<file path="src/rtl/usb_bulk_in_sched.sv">
// usb_bulk_in_sched: routes one bulk-IN source to the transfer FSM and commits or rewinds it on the host handshake
module usb_bulk_in_sched #(
  parameter int NUM_EP  = 2,
  parameter int EP_BASE = 1
) (
  input  logic                  clk,
  input  logic                  rst_n,
  input  logic [3:0]            blk_xfer_endpoint_i,
  input  logic                  blk_in_xfer_i,
  input  logic                  rx_trn_hsk_recv_i,
  input  logic [1:0]            rx_trn_hsk_type_i,
  input  logic [NUM_EP-1:0]     ep_halt_i,
  input  logic [NUM_EP-1:0]     s_has_data_i,
  input  logic [NUM_EP-1:0]     s_tvalid_i,
  input  logic [NUM_EP-1:0]     s_tlast_i,
  input  logic [8*NUM_EP-1:0]   s_tdata_i,
  output logic [NUM_EP-1:0]     s_tready_o,
  output logic [NUM_EP-1:0]     s_commit_o,
  output logic [NUM_EP-1:0]     s_rewind_o,
  output logic                  bid_has_data_o,
  output logic                  bid_tvalid_o,
  output logic                  bid_tlast_o,
  output logic [7:0]            bid_tdata_o,
  input  logic                  bid_tready_i
);
  localparam int SW = NUM_EP > 1 ? $clog2(NUM_EP) : 1;
  typedef enum logic [1:0] {IDLE, SEND, WAIT_HSK} state_t;
  state_t state;
  logic [SW-1:0] sel;
  logic sel_valid, xfer_q, in_range, send, rise, fall, last_beat, ack;
  logic [3:0] idx;
  logic [15:0] has_pad, halt_pad;
  logic [NUM_EP-1:0] sel_oh;
  assign idx = blk_xfer_endpoint_i - 4'(EP_BASE);
  assign in_range = {1'b0, blk_xfer_endpoint_i} >= 5'(EP_BASE) && {1'b0, blk_xfer_endpoint_i} < 5'(EP_BASE + NUM_EP);
  assign has_pad = 16'(s_has_data_i);
  assign halt_pad = 16'(ep_halt_i);
  assign bid_has_data_o = in_range & has_pad[idx] & ~halt_pad[idx];
  assign send = state == SEND && sel_valid;
  assign sel_oh = NUM_EP'(1) << sel;
  assign s_tready_o = send && bid_tready_i ? sel_oh : '0;
  assign bid_tvalid_o = send & s_tvalid_i[sel];
  assign bid_tlast_o = send & s_tlast_i[sel];
  assign bid_tdata_o = send ? s_tdata_i[8*sel +: 8] : 8'h00;
  assign rise = blk_in_xfer_i & ~xfer_q;
  assign fall = ~blk_in_xfer_i & xfer_q;
  assign last_beat = bid_tvalid_o & bid_tready_i & bid_tlast_o;
  assign ack = rx_trn_hsk_recv_i && rx_trn_hsk_type_i == 2'b00;
  // transaction FSM: latch the source on a qualifying rise, finish on handshake or host timeout
  always_ff @(posedge clk or negedge rst_n) begin
    if (!rst_n) begin
      state <= IDLE;
      sel <= '0;
      sel_valid <= 1'b0;
      xfer_q <= 1'b0;
      s_commit_o <= '0;
      s_rewind_o <= '0;
    end else begin
      xfer_q <= blk_in_xfer_i;
      s_commit_o <= '0;
      s_rewind_o <= '0;
      if (state == IDLE) begin
        if (rise && bid_has_data_o) begin
          state <= SEND;
          sel <= idx[SW-1:0];
          sel_valid <= 1'b1;
        end
      end else if (rx_trn_hsk_recv_i || fall) begin
        s_commit_o <= ack ? sel_oh : '0;
        s_rewind_o <= ack ? '0 : sel_oh;
        state <= IDLE;
        sel_valid <= 1'b0;
      end else if (last_beat) begin
        state <= WAIT_HSK;
      end
    end
  end
endmodule

</file>
<file path="config.mk">
export PLATFORM = sky130hd
export DESIGN_NAME = usb_bulk_in_sched
export DESIGN_NICKNAME = d
export VERILOG_FILES = /design/src/rtl/usb_bulk_in_sched.sv
export SDC_FILE = /design/constraint.sdc
export NUM_CORES = 1
export LEC_CHECK = 0
export ABC_AREA = 1
export BUFFER_PORTS_ARGS = -buffer_cell sky130_fd_sc_hd__buf_2
export CAP_MARGIN = 10
export CORE_UTILIZATION = 39
export DETAILED_ROUTE_END_ITERATION = 10
export PLACE_DENSITY_LB_ADDON = 0.1
export SLEW_MARGIN = 20
export SYNTH_ARGS = -nofsm -noshare
export SYNTH_HDL_FRONTEND = slang
export SYNTH_SLANG_ARGS = --single-unit
</file>
<file path="constraint.sdc">
create_clock -name clk -period 1.1 [get_ports clk]
set_input_delay 0.165 -clock clk [delete_from_list [all_inputs] [get_ports clk]]
set_output_delay 0.165 -clock clk [all_outputs]
set_load 0.005 [all_outputs]
</file>
==> results.sh <==
export IMPL_worstSetupPathType="register to output port"
export IMPL_path_cells="inv_2 > buf_6 > nand2_2 > nand2_1 > nand2_1 > inv_1 > buf_2"
export IMPL_clock_skew_ps=6.35
export IMPL_initial_core_util=0.437
export IMPL_rows=14
export IMPL_fill_cells=116
export IMPL_path_common_cell="nand2_1"
export IMPL_maxCapViolCount=0
export IMPL_slew_headroom=0.815
export IMPL_hold_depth=1
export IMPL_holdWs_ps=47.9
export IMPL_grt_pass1_vias=849
export IMPL_antenna_found_initial=0
export IMPL_p_int_mw=0.678
export IMPL_switching_share=0.313
export IMPL_post_place_ws_ps=-111
export IMPL_grt_max_degree=10
export IMPL_ant_nets=0
export IMPL_peakVddDrop_mv=0.693
export IMPL_pwr_share_clk=0.249
export IMPL_power_leakage_nw=0.790
export IMPL_synth_top_area_cell="dfrtp_1"
export IMPL_synth_edf_count=0
export IMPL_power_switching_mw=0.309
export IMPL_post_route_util=0.794
export IMPL_dp_hpwl_um=1320
export IMPL_seqPwrFrac=0.368
export IMPL_synth_common_cells="nand2_1, inv_1, nor2_1"
export IMPL_floorplan_die_height_um=44.3
export IMPL_wl_per_cell_um=9.56
export IMPL_remaining_drc_errors=1
export IMPL_io_buffer_count=51
export IMPL_fin_nets=223
export IMPL_power_mw=0.987
export IMPL_worst_slack_ps=-266
export IMPL_syn2layout_area_growth_pct=81.5
export IMPL_slew_viol_final=0
export IMPL_yosys_register_bits=9
export IMPL_diodes=0
export IMPL_drt_initial_drc_count=22
export IMPL_clkTransAtPathRegs_ps=60
export IMPL_layout_min_cycle_time_ps=1370
export IMPL_core_um2=1590
export IMPL_synthTopCellsByArea="dfrtp_1, nand2_1, inv_1"
export IMPL_cts_tree="done"
export IMPL_first_pass_iters=9
export IMPL_yosysMostFrequentCell="nand2_1"
export IMPL_synth_area_um2=697
export IMPL_postSynthCellCount=116
export IMPL_syn_num_nets=153
export IMPL_cts_sinks=9
export IMPL_clockRootBuffer="clkbuf_4"
export IMPL_worst_slew_pin_slew_ps=276
export IMPL_finalCritPeriodShare=1.24
export IMPL_cts_buffer_depth=2
export IMPL_setup_viol=16
export IMPL_hold_viol_final=0
export IMPL_hp_class="input port to register"
export IMPL_yosys_cell_types_count=16
export IMPL_rr_worst_depth=7
export IMPL_die_width_um=44.3
export IMPL_status="finished, violations left"
export IMPL_worstSetupStartpointType="register"
export IMPL_numCtsBuffers=3
export IMPL_slowest_stage="dfrtp_1"
export IMPL_violations="DRC, setup timing"
export IMPL_drive_gt1_frac=0.535
export IMPL_gp_congestion=0.705
export IMPL_grt_total_usage=0.218
export IMPL_synth_flop_cell="dfrtp_1"
export IMPL_dr_total_vias=915
export IMPL_postRouteWirelength_um=2000
export IMPL_yosys_warnings=0
export IMPL_tns_ps=-3170
export IMPL_fmax_ghz=0.732
export IMPL_pwr_share_comb=0.383
export IMPL_rsz0062_at_grt="true"
export IMPL_viasPerCell=4.38
export IMPL_clock_latency_ps=250
export IMPL_syn_avg_cell_area_um2=6.01
export IMPL_slowest_delay_ps=420
export IMPL_yosysTopAreaCellShare=0.323
export IMPL_path_max_fanout=5
export IMPL_ys_seq_area_frac=0.323
export IMPL_htree_levels=1
export IMPL_grt_pass1_wl_um=3150
export IMPL_setup_worst_path_end_class="output port"
export IMPL_cp_arrival_ps=1200
export IMPL_num_io_pins=52
export IMPL_dieArea_um2=1960
export IMPL_synthArstFlopShare=1.00
export IMPL_power_density_nw_per_um2=780
export IMPL_grt_overflow=0
export IMPL_worstPathRequired_ps=940
-- worst paths after layout --
kind / start / end / slack (ps)
setup / recovery: sel / bid_tdata_o[1] / -270
hold / removal: blk_in_xfer_i / xfer_q / 50
setup reg to reg: state[1] / sel / -40
hold reg to reg: state[1] / state[1] / 520
max in group asynchronous: rst_n / xfer_q / 630
min in group asynchronous: rst_n / state[1] / 290
-- layer usage --
metal  part of all wire  global-route usage  routed length [um]
met1               0.40               0.225                 795
met5                  0                   0                   0
met2               0.57               0.412                1130
met4                  0               0.109                   0
met3              0.035              0.0408                  70
-- power groups by stage --
stage          Clock [mW]  Combinational, mW  Sequential [mW]
4_1_cts             0.266              0.321            0.363
3_5_place_dp            0              0.261            0.367
2_1_floorplan           0              0.128            0.367
5_1_grt             0.264              0.419            0.364
6_report            0.246              0.378            0.363
3_3_place_gp            0              0.249            0.368
-- cell type report --
| class | instances | area (um^2) | area share |
|---|---|---|---|
| Tap cell | 24 | 30.0 | 0.0237 |
| Timing Repair Buffer | 66 | 405 | 0.320 |
| Multi-Input combinational cell | 84 | 482 | 0.381 |
| Sequential cell | 9 | 225 | 0.178 |
| Timing Repair inverter | 1 | 5.00 | 0.00396 |
| Clock buffer | 4 | 26.3 | 0.0208 |
| Inverter | 21 | 91.3 | 0.0722 |
-- kinds of logic (layout without fill, tap and decap cells) --
kind of cell / Yosys count / count (layout) / synth area share
fa+ha+maj: 2 / 2 / 0.0359
compound gates: 4 / 4 / 0.0287
flops: 9 / 9 / 0.323
buf+inv: 23 / 92 / 0.135
simple gates: 78 / 78 / 0.478
-- sequential cells by signal, indices dropped and copies added, names as in the netlist --
signal	count
sel_valid	1
sel	1
state	2
s_commit_o	2
s_rewind_o	2
xfer_q	1
-- layout by cell type (no fill, tap or decap), drive strengths merged, types with 3 or more instances in the layout --
cell	n
clkbuf	4
dfrtp	9
nor2	18
nand3	3
inv	20
nand2	54
buf	65
-- critical path, delay by kind of cell, from the launching register on --
family	cells	cell delay, ps
buffers and inverters	4	380
AND/OR/NAND/NOR	3	140
flip-flops	1	420
-- stage by stage --
step / cells / cell area [um^2]
after global placement: 197 / 1030
after CTS: 207 / 1180
final: 209 / 1260
after floorplan: 116 / 697
after detailed placement: 197 / 1030
after global routing: 209 / 1260
-- timing repair --
action	4_1_cts	5_1_grt
pin swaps	5	18
endpoints found under the setup margin	16	17
resized for setup	22	21
hold buffers	1	0
buffers inserted	3	4
gates cloned	2	0
endpoints found under the hold margin	9	0
No activity file was read; power rests on OpenSTA's default activity.
